===== src/rtl/interboard_tx_scheduler.sv =====
// Interboard transmit scheduler.
// Two requesters feed an in-order message queue through a round-robin arbiter. An FSM
// pops one message at a time and launches it to the communication block. The FSM then
// waits for the busy/idle handshake on inter_ready. If the handshake stalls, the message
// is relaunched up to MAX_RETRY times. After that it is dropped and tx_error is pulsed.
//
// Ports:
//   clk, rst (async active-low), interboard_rst (sync flush, active-high)
//   src{0,1}_valid/_msg_type/_number in, src{0,1}_ready out : requester handshakes
//   inter_ready in   : communication block idle (1) / busy (0)
//   transmit out     : one-cycle launch pulse
//   ctrl_en, ctrl_msg_type, ctrl_number out : message presented to the comm block
//   fifo_count out   : queued entries
//   tx_error out     : one-cycle pulse when a message is dropped
module interboard_tx_scheduler #(
    parameter int unsigned FIFO_DEPTH     = 4,
    parameter int unsigned TIMEOUT_CYCLES = 1000000,
    parameter int unsigned MAX_RETRY      = 3
) (
    input  logic                        clk,
    input  logic                        rst,
    input  logic                        interboard_rst,
    input  logic                        src0_valid,
    input  logic [2:0]                  src0_msg_type,
    input  logic [4:0]                  src0_number,
    output logic                        src0_ready,
    input  logic                        src1_valid,
    input  logic [2:0]                  src1_msg_type,
    input  logic [4:0]                  src1_number,
    output logic                        src1_ready,
    input  logic                        inter_ready,
    output logic                        transmit,
    output logic                        ctrl_en,
    output logic [2:0]                  ctrl_msg_type,
    output logic [4:0]                  ctrl_number,
    output logic [$clog2(FIFO_DEPTH):0] fifo_count,
    output logic                        tx_error
);
    localparam int unsigned PtrW   = $clog2(FIFO_DEPTH);
    localparam int unsigned CntW   = PtrW + 1;
    localparam int unsigned TmoW   = (TIMEOUT_CYCLES > 1) ? $clog2(TIMEOUT_CYCLES) : 1;
    localparam int unsigned RetryW = (MAX_RETRY > 0) ? $clog2(MAX_RETRY + 1) : 1;

    localparam logic [CntW-1:0]   CntFull  = CntW'(FIFO_DEPTH);
    localparam logic [TmoW-1:0]   TmoLast  = TmoW'(TIMEOUT_CYCLES - 1);
    localparam logic [RetryW-1:0] RetryMax = RetryW'(MAX_RETRY);

    typedef enum logic [1:0] {StIdle, StLaunch, StWaitBusy, StWaitDone} state_e;

    state_e            state_q;
    logic [7:0]        mem_q [FIFO_DEPTH];
    logic [PtrW-1:0]   wr_ptr_q, rd_ptr_q;
    logic [CntW-1:0]   count_q;
    logic              rr_q;
    logic [TmoW-1:0]   timeout_q;
    logic [RetryW-1:0] retry_q;

    logic       full, push, pop, take0;
    logic [7:0] push_data, head;

    // Readies are forced low during either reset so nothing is accepted that cycle.
    always_comb begin
        full       = (count_q == CntFull);
        src0_ready = rst && !interboard_rst && !full && (!src1_valid || !rr_q);
        src1_ready = rst && !interboard_rst && !full && (!src0_valid || rr_q);
        take0      = src0_valid && src0_ready;
        push       = take0 || (src1_valid && src1_ready);
        push_data  = take0 ? {src0_msg_type, src0_number} : {src1_msg_type, src1_number};
        head       = mem_q[rd_ptr_q];
        pop        = (state_q == StIdle) && (count_q != '0) && inter_ready && !interboard_rst;
    end

    assign fifo_count = count_q;

    always_ff @(posedge clk) begin
        if (push) begin
            mem_q[wr_ptr_q] <= push_data;
        end
    end

    always_ff @(posedge clk or negedge rst) begin
        if (!rst) begin
            wr_ptr_q <= '0;
            rd_ptr_q <= '0;
            count_q  <= '0;
            rr_q     <= 1'b0;
        end else if (interboard_rst) begin
            wr_ptr_q <= '0;
            rd_ptr_q <= '0;
            count_q  <= '0;
            rr_q     <= 1'b0;
        end else begin
            if (push) begin
                wr_ptr_q <= wr_ptr_q + PtrW'(1);
            end
            if (pop) begin
                rd_ptr_q <= rd_ptr_q + PtrW'(1);
            end
            case ({push, pop})
                2'b10:   count_q <= count_q + CntW'(1);
                2'b01:   count_q <= count_q - CntW'(1);
                default: count_q <= count_q;
            endcase
            // Only a contested grant hands priority to the other source.
            if (push && src0_valid && src1_valid) begin
                rr_q <= !rr_q;
            end
        end
    end

    // transmit/ctrl_en/tx_error are registered alongside the state they describe.
    always_ff @(posedge clk or negedge rst) begin
        if (!rst) begin
            state_q       <= StIdle;
            retry_q       <= '0;
            timeout_q     <= '0;
            transmit      <= 1'b0;
            ctrl_en       <= 1'b0;
            ctrl_msg_type <= '0;
            ctrl_number   <= '0;
            tx_error      <= 1'b0;
        end else if (interboard_rst) begin
            state_q   <= StIdle;
            retry_q   <= '0;
            timeout_q <= '0;
            transmit  <= 1'b0;
            ctrl_en   <= 1'b0;
            tx_error  <= 1'b0;
        end else begin
            transmit <= 1'b0;
            tx_error <= 1'b0;
            case (state_q)
                StIdle: begin
                    if (pop) begin
                        ctrl_msg_type <= head[7:5];
                        ctrl_number   <= head[4:0];
                        retry_q       <= '0;
                        timeout_q     <= '0;
                        transmit      <= 1'b1;
                        ctrl_en       <= 1'b1;
                        state_q       <= StLaunch;
                    end
                end
                StLaunch: begin
                    state_q <= StWaitBusy;
                end
                StWaitBusy, StWaitDone: begin
                    // Timeout wins over handshake progress so a late edge cannot leave
                    // the counter past its terminal value.
                    if (timeout_q == TmoLast) begin
                        timeout_q <= '0;
                        if (retry_q < RetryMax) begin
                            retry_q  <= retry_q + RetryW'(1);
                            transmit <= 1'b1;
                            state_q  <= StLaunch;
                        end else begin
                            tx_error <= 1'b1;
                            ctrl_en  <= 1'b0;
                            state_q  <= StIdle;
                        end
                    end else begin
                        timeout_q <= timeout_q + TmoW'(1);
                        if (state_q == StWaitBusy && !inter_ready) begin
                            state_q <= StWaitDone;
                        end else if (state_q == StWaitDone && inter_ready) begin
                            ctrl_en <= 1'b0;
                            state_q <= StIdle;
                        end
                    end
                end
                default: state_q <= StIdle;
            endcase
        end
    end
endmodule


===== config.mk =====
export PLATFORM = sky130hd
export DESIGN_NAME = interboard_tx_scheduler
export DESIGN_NICKNAME = d
export VERILOG_FILES = /design/src/rtl/interboard_tx_scheduler.sv
export SDC_FILE = /design/constraint.sdc
export NUM_CORES = 1
export LEC_CHECK = 0
export BUFFER_PORTS_ARGS = -buffer_cell sky130_fd_sc_hd__buf_2
export CAP_MARGIN = 20
export CORE_MARGIN = 8
export CORE_UTILIZATION = 58
export CTS_CLUSTER_SIZE = 14
export DETAILED_ROUTE_END_ITERATION = 16
export GPL_ROUTABILITY_DRIVEN = 0
export GPL_TIMING_DRIVEN = 0
export PLACE_DENSITY = 0.8
export SETUP_SLACK_MARGIN = 0.2
export SLEW_MARGIN = 20
export SYNTH_ARGS = -nofsm -noshare
export SYNTH_HDL_FRONTEND = slang
export SYNTH_SLANG_ARGS = --single-unit

===== constraint.sdc =====
create_clock -name clk -period 3.1 [get_ports clk]
set_input_delay 0.62 -clock clk [delete_from_list [all_inputs] [get_ports clk]]
set_output_delay 0.62 -clock clk [all_outputs]
set_load 0.05 [all_outputs]

# Word level (Yosys, flattened, before mapping)
# Memory sizes are Yosys's and may differ from the RTL's. A register that Yosys moved wholly into a read port is not among the register bits.
# Cells that the tools add are included.
[word_totals]
in_bits = 22
ram_bits = 32
out_inout_bits = 16
ff_bits = 35
n_memories = 1
[op_classes]
eq_ne = 14
magnitude_cmp = 1
mux = 43
n_addsub = 6
n_reduce_logical = 36
bitwise = 1
[memory_table]
columns = ["memory", "words", "word_bits", "rd", "rd_clocked_by_memory_dff", "write_ports", "line", "text"]
rows = [
  ["mem_q", 4, 8, 1, 1, 1, "51", "logic [7:0] mem_q [FIFO_DEPTH];"],
]
[op_table]
columns = ["operator", "count"]
rows = [
  ["$mux 20", 3],
  ["$pmux 20 s2", 1],
  ["$mux 2", 13],
  ["$add 20x1->20 const B", 1],
  ["$eq 20x20->1 const B", 1],
  ["$mux 1", 19],
  ["$logic_and 1x1->1", 13],
  ["$ne 4x4->1 const B", 3],
  ["$ne 3x3->1 const B", 3],
  ["$reduce_bool 3->1", 3],
  ["$mux 8", 1],
  ["$logic_not 1->1", 7],
  ["$add 2x1->2 const B", 3],
  ["$eq 2x2->1 const B", 3],
  ["$pmux 2 s3", 1],
  ["$pmux 3 s2", 1],
  ["$reduce_bool 2->1", 3],
  ["$ne 5x5->1 const B", 1],
  ["$reduce_and 5->1", 1],
  ["$eq 2x1->1 const B", 2],
  ["$pmux 1 s2", 2],
  ["$pmux 2 s2", 1],
  ["$reduce_and 2->1", 2],
  ["$reduce_and 4->1", 1],
  ["other kinds (10)", 12],
]

# Longest topological paths before layout
# Gate-level depths: netlist of the first run.
[logic_depth]
word_depth = 10
depth_mapped = 10
ltp_nobuf = 8

# Least setup slack after synthesis of the first run
# Ideal clock, no wire load.
[synth_timing]
path_type = "in2reg"
start = "input port interboard_rst"
end = "memory mem_q[0][0] (data pin)"
t_arrival_ps = 2731
path_stages = 6
path_slack_ps = 102
required_time_ps = 2834
path_cell_list = "clkbuf_1 > nand2b_1 > a21o_1 > a21oi_1 > nand2_1 > mux2_2"
[synth_between]
elab_chain_len = 6
[synth_rtl]
columns = ["item", "line", "text"]
rows = [
  ["start: declaration", "22", "input logic interboard_rst,"],
  ["$logic_not 1->1", "64", "src0_ready = rst && !interboard_rst && !full && (!src1_valid || !rr_q);"],
  ["$logic_and 1x1->1 (3 in series)", "64", ""],
  ["via src0_ready", "26", "output logic src0_ready,"],
  ["$logic_and 1x1->1", "66", "take0 = src0_valid && src0_ready;"],
  ["$mux 8", "68", "push_data = take0 ? {src0_msg_type, src0_number} : {src1_msg_type, src1_number};"],
  ["via push_data[0]", "59", "logic [7:0] push_data, head;"],
  ["end: declaration", "51", ""],
]
# The timed path passes the listed nets, and every way through them passes these cells.

# Final worst setup path of the first run
[layout_timing]
start = "register state_q[1]"
end = "register count_q[2], in the netlist fifo_count[2]"
[layout_between]
elab_chain_len = 7
word_cells_on_any_way = 9
classes_between = "eq/ne: 2; mux: 2; reduce/logical: 5"
[layout_rtl]
columns = ["item", "line", "text"]
rows = [
  ["start: declaration", "50", "state_e state_q;"],
  ["start signal: assignment", "114", "state_q <= StIdle;"],
  ["start signal: assignment", "123", "state_q <= StIdle;"],
  ["start signal: assignment", "141", "state_q <= StLaunch;"],
  ["$logic_not 2->1 *", "70", "pop = (state_q == StIdle) && (count_q != '0) && inter_ready && !interboard_rst;"],
  ["$logic_and 1x1->1 * (3 in series)", "70", ""],
  ["$eq 2x1->1 or $eq 2x2->1 (tied branches)", "99", "case ({push, pop})"],
  ["$pmux 3 s2", "99", ""],
  ["$mux 3", "87", "end else if (interboard_rst) begin"],
  ["end signal: assignment", "100", "2'b10: count_q <= count_q + CntW'(1);"],
  ["end signal: assignment", "101", "2'b01: count_q <= count_q - CntW'(1);"],
  ["end signal: assignment", "102", "default: count_q <= count_q;"],
  ["end: declaration", "53", "logic [CntW-1:0] count_q;"],
]
# Mark *: on every way between the ends. The rest lies on a longest branch, timed or not.
# A chain may end at the register's enable or synchronous reset.

==> results.md, run 1 <==
- In this run the biggest area consumer among cell types represents 30.0% of the synthesized area.
- The total number of H-tree levels is 3.
- Setup slack closes at 0.393 ns.
- By area the synthesized netlist is led by dfrtp_1, edfxtp_1, mux2_2.
- The via count of the first global-routing pass came to 2536.
- The number of nets in the finished design is 368.
- The clock-pin transition on the worst setup and hold timing paths is 0.08 ns.
- The cell area after layout is 4070 µm².
- The cell accounting for the most synthesized area is dfrtp_1.
- The floorplan step set the die height to 94.6 µm.
- The clock reaches the later pin of the worst-skew pair after 0.35 ns.
- The sink count of the clock tree is 75.
- The number of antenna diodes in the final layout is 0.
- The run finished with clean final reports.
- The mapped netlist covers 3580 µm².
- The global route total overflow is 0.
- The count of different cell masters after synthesis is 50.
- The number of top-level pins is 38.
- The minimum hold slack is 0.190 ns.
- For this block, the initial DRC count from the detailed router was 141.
- The number of setup violations in the final report is 0.
- The worst setup path is of the flop to flop kind.
- Summed over all layers, the routed wires come to 7.15 mm.
- The placement-stage worst setup slack is -0.528 ns.
- The final-report hold violation count is 0.
- The worst setup path is launched from a flop.
- TritonCTS built the clock tree.
- The total number of placement rows is 28.
- The slew of the pin with the lowest slew margin is 0.735 ns.
- The detailed-route wire length per cell is 17.1 µm.
- The routed layout has 2488 vias.
- The wire-length estimate of the detail-placed layout is 4.85 mm.
- After synthesis, the mean cell area works out to 12.3 µm².
- In this run, synthesis inferred 32 flip-flops with an integrated enable.
- The number of placed instances, taps included is 403.
- The overall die area is 8950 µm².
- From left edge to right edge, the die measures 94.6 µm.
- The effective utilization at floorplan is 60.2%.
- Input and output buffers added on the ports amount to 36.
- The shortest period the worst path allows is 2.71 ns.
- Dividing total power by cell area gives a power density of 746 nW/µm².
- The fraction of synthesis flops using an asynchronous set or reset pin is 57.3%.
- The post-route setup TNS is 0 ns.
- Based on the critical path, the design can be clocked at up to 0.369 GHz.
- The worst clock skew is 0.0110 ns.
- The register area share after synthesis is 56.8%.
- Cells fill 68.4% of the core in the end.
- The post-detailed-placement cell area is 3860 µm².
- The count of cells in the finished layout, fillers not included, comes to 419.
- Data on the critical path arrives at its endpoint at 2.92 ns.
- The total power is 3.04 mW.
- The setup check on the worst reg-to-reg path leaves a slack of 0.39 ns.
- The pin count of the biggest net entering global routing is 45.
- The worst min-delay path class is input pin to asynchronous set/reset pin.
- The initial antenna violation count came to 0.
- STA classifies the critical path endpoint as a flop.
- The number of warnings printed during yosys synthesis is 0.
- The maximum number of buffers from clock root to sink is 2.
- From synthesis to final layout, the design area changed by 13.6%.
- The most common cell after layout, fill and taps aside is dfrtp_1.
- The main flop type after synthesis is dfrtp_1.
- The number of nets handed over by synthesis was 321.
- The number of remaining DRC errors is 0.
- The total area inside the core boundary comes to 5960 µm².
- Synthesis produced a netlist whose cell count is 292.
- CTS placed an instance of clkbuf_8 at the clock tree root.
- After detailed routing, the number of vias per cell comes to 5.94.
- The max-slew violation total from the final report is 0.
- The post-route clock period utilization is 87.3%.
- The pre-antenna-repair detailed-routing pass consisted of 4 iterations.
- The worst ir drop on vdd is 0.000614 V.
- In this run the worst path has a maximum fanout of 10.
- The total of fill cells in the finished design is 432.
- The fraction of final layout cells with drive strength greater than 1 is 26.5%.
- The total routing resource utilization after global routing is 17.2%.
- The worst relative slew slack is 51.0%.
- Leaving out fill and tap cells, the most frequent cells in the layout are dfrtp_1, buf_2, edfxtp_1.
- The TritonCTS buffer count is 9.
- Synthesis inferred 75 register bits.
- Setup repair after global routing left no endpoint under its margin.
- The total of max-cap violations is 0.
- The leakage component of the power is 1.61 nW.
- The data required time at the worst endpoint is 3.31 ns.
- In this run the remaining antenna-violating nets after routing total 0.
- The first global-routing pass estimated 12.0 mm of wire.
## sequential cells by signal (all words and copies together) (netlist names), 2 cells and up
name / cells
ctrl_msg_type: 3
ctrl_number: 5
fifo_count: 3
mem_q: 32
rd_ptr_q: 2
retry_q: 2
state_q: 2
timeout_q: 20
wr_ptr_q: 2
## cell type report
| type | instances | area, µm² | share of cell area (%) |
|---|---|---|---|
| multi-input combinational | 194 | 1480 | 36.2 |
| tap | 75 | 93.8 | 2.30 |
| sequential | 75 | 2040 | 50.0 |
| clock inverter | 7 | 67.6 | 1.66 |
| buffer | 11 | 43.8 | 1.07 |
| inverter | 12 | 45.0 | 1.11 |
| timing repair buffer | 36 | 186 | 4.58 |
| clock buffer | 9 | 124 | 3.04 |
## layer usage
layer	vias up	part of all wire, %	track usage [%]
met1	1214	43	21.5
met4	0	2.0	7.54
met3	19	7.5	4.68
met2	77	48	27.6
li1	1178	-	-
met5	-	0	0
## final timing paths
kind                          startpoint        endpoint  cells after the start
setup / recovery              state_q[1]   fifo_count[2]                     10
max in group asynchronous            rst   timeout_q[17]                      1
setup reg to reg              state_q[1]   fifo_count[2]                     10
hold / removal                       rst  ctrl_number[4]                      1
hold reg to reg            timeout_q[18]   timeout_q[18]                      1
min in group clk           timeout_q[18]   timeout_q[18]                      1
## critical path: stages, from the launching register on
cell	delay [ns]
dfrtp_1	0.37
clkbuf_2	0.19
or3b_2	0.52
or2_2	0.28
clkbuf_1	0.23
nor3_1	0.23
fa_1	0.24
o21ai_0	0.12
mux2i_1	0.18
xnor2_1	0.14
nor2_1	0.07
## kinds of logic (layout without fill, tap and decap cells)
group	Yosys count	count (layout)	share of synthesized area [%]
AND/OR/NAND/NOR	93	93	14.0
flip-flops	75	75	56.8
AO/OA/AOI/OAI	56	56	10.2
multiplexers	31	31	12.2
buffers and inverters	23	75	2.44
adder cells (fa/ha/maj)	7	7	2.65
XOR/XNOR	7	7	1.71
## power by group
part / internal, mW / leakage, nW / switching, mW
sequential: 1.16 / 0.871 / 0.0901
combinational: 0.365 / 0.646 / 0.696
clock: 0.369 / 0.0931 / 0.356
total: 1.90 / 1.61 / 1.14
## timing repair
item | 4_1_cts | 5_1_grt
gates resized for setup | 2 | 4
pin swaps | 0 | 0
endpoints found under the hold margin | 0 | 0
setup endpoints to repair | 1 | 1
buffers inserted | 0 | 0
hold buffers | 0 | 0
## cell usage after synthesis (all sizes together) (4+ instances only)
cell type  number
nor3            4
a21oi          15
nand3           9
ha              6
edfxtp         32
mux2           18
nand2b          4
o21ai          14
mux2i           5
nand2          15
xnor2           5
dfrtp          43
mux4            8
inv            12
and2            8
or3            10
clkbuf          8
a21o            5
a31oi           8
nand4           5
nor2           21
nor4            4
Note: power is estimated with default switching activity, not from simulation.
==> run 2: changes to the inputs <==
--- a/config.mk
+++ b/config.mk
@@ -5,15 +5,16 @@
 export SDC_FILE = /design/constraint.sdc
 export NUM_CORES = 1
 export LEC_CHECK = 0
+export ABC_AREA = 1
 export BUFFER_PORTS_ARGS = -buffer_cell sky130_fd_sc_hd__buf_2
 export CAP_MARGIN = 20
 export CORE_MARGIN = 8
-export CORE_UTILIZATION = 58
+export CORE_UTILIZATION = 59
 export CTS_CLUSTER_SIZE = 14
 export DETAILED_ROUTE_END_ITERATION = 16
 export GPL_ROUTABILITY_DRIVEN = 0
 export GPL_TIMING_DRIVEN = 0
-export PLACE_DENSITY = 0.8
+export PLACE_DENSITY = 0.81
 export SETUP_SLACK_MARGIN = 0.2
 export SLEW_MARGIN = 20
 export SYNTH_ARGS = -nofsm -noshare
==> run 2 against run 1 <==
- synthesized cell count grew 53%
- global-route usage rose by 1.6 points
- first-iteration DRC count rose by 120%
- largest cell class unchanged
- largest power group unchanged
==> results.md, run 2 <==
- The most frequent cell after synthesis is nand2_1 (was dfrtp_1).
- The capture point of the worst reg-to-reg path was fifo_count[2] (unchanged).
- The pin count of the biggest net entering global routing is 46 (was 45).
- The number of design-rule violations left by the first detailed-router iteration is 314 (was 141).
- The worst relative slew slack is 46.6% (was 51.0%).
- The number of setup violations in the final report is 0 (unchanged).
- The maximum number of buffers from clock root to sink is 2 (unchanged).
- The master cell of the clock root buffer is clkbuf_8 (unchanged).
- The global route total overflow was 0 (unchanged).
- The type of element capturing the critical path is a primary output (was flop).
- The clock tree from TritonCTS is done (unchanged).
- The total of max-cap violations is 0 (unchanged).
- The achievable clock frequency came to 0.380 GHz (was 0.369 GHz).
- The launch point of the worst reg-to-reg path is fifo_count[0] (was state_q[1]).
- The initial antenna violation count is 0 (unchanged).
- The met2 capacity usage during global routing is 27.9% (was 27.6%).
- The slack of the worst reg-to-reg path is 1.05 ns (was 0.39 ns).
- The final-report hold violation count is 0 (unchanged).
- The launch point of the worst path is rst (was state_q[1]).
- The sink count of the clock tree is 75 (unchanged).
- Commonest cells in the netlist: nand2_1, nor2_1, dfrtp_1, edfxtp_1, o21ai_0 (was dfrtp_1, edfxtp_1, nor2_1, mux2_2).
- The core area is 6350 µm² (was 5960 µm²).
- The main flop type after synthesis was dfrtp_1 (unchanged).
- The summed instance area of the synthesized netlist is 3870 µm² (was 3580 µm²).
- The top register by number of flip-flops was mem_q (unchanged).
- The number of cells on the worst reg-to-reg path is 11 (was 10).
- The area added between synthesis and finish is 13.6% (about the same).
- The net count after synthesis is 475 (was 321).
- The post-route clock period utilization came to 85.0% (was 87.3%).
- The via count of the first global-routing pass is 3134 (was 2536).
- The clock-pin transition on the worst setup and hold timing paths is 0.08 ns (about the same).
- The worst clock skew is 0.00666 ns (was 0.0110 ns).
- Largest registers: mem_q (32), timeout_q (20), ctrl_number (5) (unchanged).
- The post-route setup TNS came to 0 ns (unchanged).
- The overall die area is 9410 µm² (was 8950 µm²).
- The clock latency reported for the late side of the worst-skew pair is 0.35 ns (about the same).
- The number of antenna-violating nets in the routed design is 0 (unchanged).
- The sum of net half-perimeters after detailed placement is 6.19 mm (was 4.85 mm).
- The shortest period the worst path allows is 2.63 ns (was 2.71 ns).
- The number of buffers added on ports was 36 (unchanged).
- The register area share after synthesis was 52.6% (was 56.8%).
- RSZ-0062 raised after global routing: no (unchanged).
- The power per standard cell area was 741 nW/µm² (was 746 nW/µm²).
- The number of nets in the finished design is 522 (was 368).
- The worst min-delay path class was input pin to asynchronous set/reset pin (unchanged).
- The total power is 3.26 mW (was 3.04 mW).
- The detail-routed via count per cell is 5.72 (was 5.94).
- The number of iterations in the first detailed-routing pass is 5 (was 4).
- The worst ir drop on vdd is 0.000587 V (was 0.000614 V).
- The area share of the leading cell type in the synthesized netlist is 27.8% (was 30.0%).
- The number of remaining DRC errors was 0 (unchanged).
- The layer with the highest usage after global routing is met2 (unchanged).
- The count of different cell masters after synthesis is 45 (was 50).
- The post-synthesis sequential element count is 75 (unchanged).
- The final routed wirelength across all metal layers is 8.75 mm (was 7.15 mm).
- The total number of H-tree levels was 3 (unchanged).
- The number of flip-flops in the largest register is 32 (unchanged).
- The fraction of met3 tracks used by global routing is 3.70% (was 4.68%).
- The leakage component of the power was 1.93 nW (was 1.61 nW).
- The horizontal die dimension is 97.0 µm (was 94.6 µm).
- Status: finished clean (unchanged).
- The slew of the pin with the lowest slew margin is 0.799 ns (was 0.735 ns).
- The total number of placement rows came to 29 (was 28).
- The detailed-route wire length per cell is 15.2 µm (was 17.1 µm).
- The critical path arrival is 2.01 ns (was 2.92 ns).
- The diode insertion count for antenna repair is 0 (unchanged).
- The vias after detailed routing came to 3289 (was 2488).
- The max-slew violation total from the final report is 0 (unchanged).
- The number of top-level pins is 38 (unchanged).
- The effective utilization at floorplan was 60.9% (was 60.2%).
- The cell accounting for the most synthesized area is dfrtp_1 (unchanged).
- The fraction of final layout cells with drive strength greater than 1 is 18.1% (was 26.5%).
- The startpoint type of the worst setup path is an input pin (was flop).
- The data required time at the worst endpoint was 2.48 ns (was 3.31 ns).
- The TritonCTS buffer count came to 9 (unchanged).
- The number of warnings printed during yosys synthesis is 0 (unchanged).
- The post-synthesis average cell area was 8.68 µm² (was 12.3 µm²).
- The top fanout value on the critical path was 45 (was 10).
- The endpoint of the worst setup timing path was src0_ready (was fifo_count[2]).
- The cell count after synthesis is 446 (was 292).
- The total routing resource utilization after global routing was 18.8% (was 17.2%).
- The fraction of synthesis flops using an asynchronous set or reset pin came to 57.3% (unchanged).
- The overall die height is 97.0 µm (was 94.6 µm).
- The start-to-end type of the worst setup path is input pin to primary output (was flop to flop).
- The most common cell after layout, fill and taps aside is nand2_1 (was dfrtp_1).
- The global-route wire length before repair is 14.8 mm (was 12.0 mm).
- Top area cells in the synthesized netlist: dfrtp_1, edfxtp_1, nand2_1 (was dfrtp_1, edfxtp_1, mux2_2).
- Commonest non-fill, non-tap cells in the layout: nand2_1, nor2_1, dfrtp_1 (was dfrtp_1, buf_2, edfxtp_1).
- The number of enable-type register cells in the synthesized netlist came to 32 (unchanged).
- The met1 track demand over resource is 25.5% (was 21.5%).
==> run 2: cell count changes in the layout (fill, tap and decap cells not counted), moves of 8 or more <==
cell / previous run / this run
o21ai_0: 14 / 30
mux2_2: 17 / 0
mux4_2: 8 / 0
nand3_1: 9 / 28
o22ai_1: 0 / 8
nand2_2: 0 / 9
nand2_1: 15 / 114
or3_1: 8 / 0
nor2_1: 20 / 61
inv_1: 12 / 29
nand4_1: 5 / 13
==> run 2: cell type report <==
| type | instances | area, µm² |
|---|---|---|
| inverter | 38 | 146 |
| buffer | 11 | 66.3 |
| multi-input combinational | 322 | 1620 |
| clock inverter | 7 | 124 |
| timing repair buffer | 36 | 183 |
| tap | 77 | 96.3 |
| clock buffer | 9 | 124 |
| fill | 479 | 1950 |
| sequential | 75 | 2040 |
==> run 2: worst max-delay path: stages <==
cell and delay (ns):
buf_4 0.46, nand3_1 0.28, a21oi_4 0.31, buf_2 0.32
==> run 2: per-layer routing <==
layer / vias to the layer above / share of wire (%)
met1: 1547 / 45
met5: - / 0
li1: 1584 / -
met3: 20 / 6.2
met2: 138 / 47
met4: 0 / 2.0
==> run 2: metrics by stage <==
stage	worst slack, ns	hold slack (ns)	cells	utilization (%)	area (µm²)
final	0.466	0.255	575	69.2	4400
after global placement	0.107	0.458	559	65.3	4150
after detailed placement	0.0336	0.462	559	65.3	4150
after floorplan	0.592	0.324	446	-	3870
after global routing	0.292	0.294	575	69.2	4400
after CTS	0.422	0.268	575	69.2	4400
==> run 2: worst min-delay path by stage <==
stage               cells after the start           start  slack [ns]              to
global route                            1             rst        0.29  ctrl_number[3]
detailed placement                      2  ctrl_number[2]        0.46  ctrl_number[2]
floorplan                               0             rst        0.32         ctrl_en
CTS                                     1             rst        0.27  ctrl_number[1]
finish                                  1             rst        0.26  ctrl_number[1]
global placement                        2         ctrl_en        0.46         ctrl_en
==> run 2: report_power, final <==
part | leakage (nW) | switching (mW) | internal, mW
Combinational | 0.933 | 0.781 | 0.290
Sequential | 0.871 | 0.0917 | 1.17
Clock | 0.126 | 0.386 | 0.543
==> run 2: repair_timing <==
item,in CTS,in global routing
buffers inserted,0,0
hold buffers,0,0
resized for setup,1,0
endpoints found under the setup margin,1,0
==> run 2: cells by family (layout without fill, tap and decap cells) <==
group | Yosys count | count (layout) | share of synthesized area (%)
buffers and inverters | 49 | 101 | 5.50
AOI/OAI and AO/OA | 58 | 58 | 8.37
xor gates and xnor gates | 6 | 6 | 1.36
DFF | 75 | 75 | 52.6
and+or+nand+nor | 251 | 251 | 29.7
adders and majority gates | 7 | 7 | 2.46
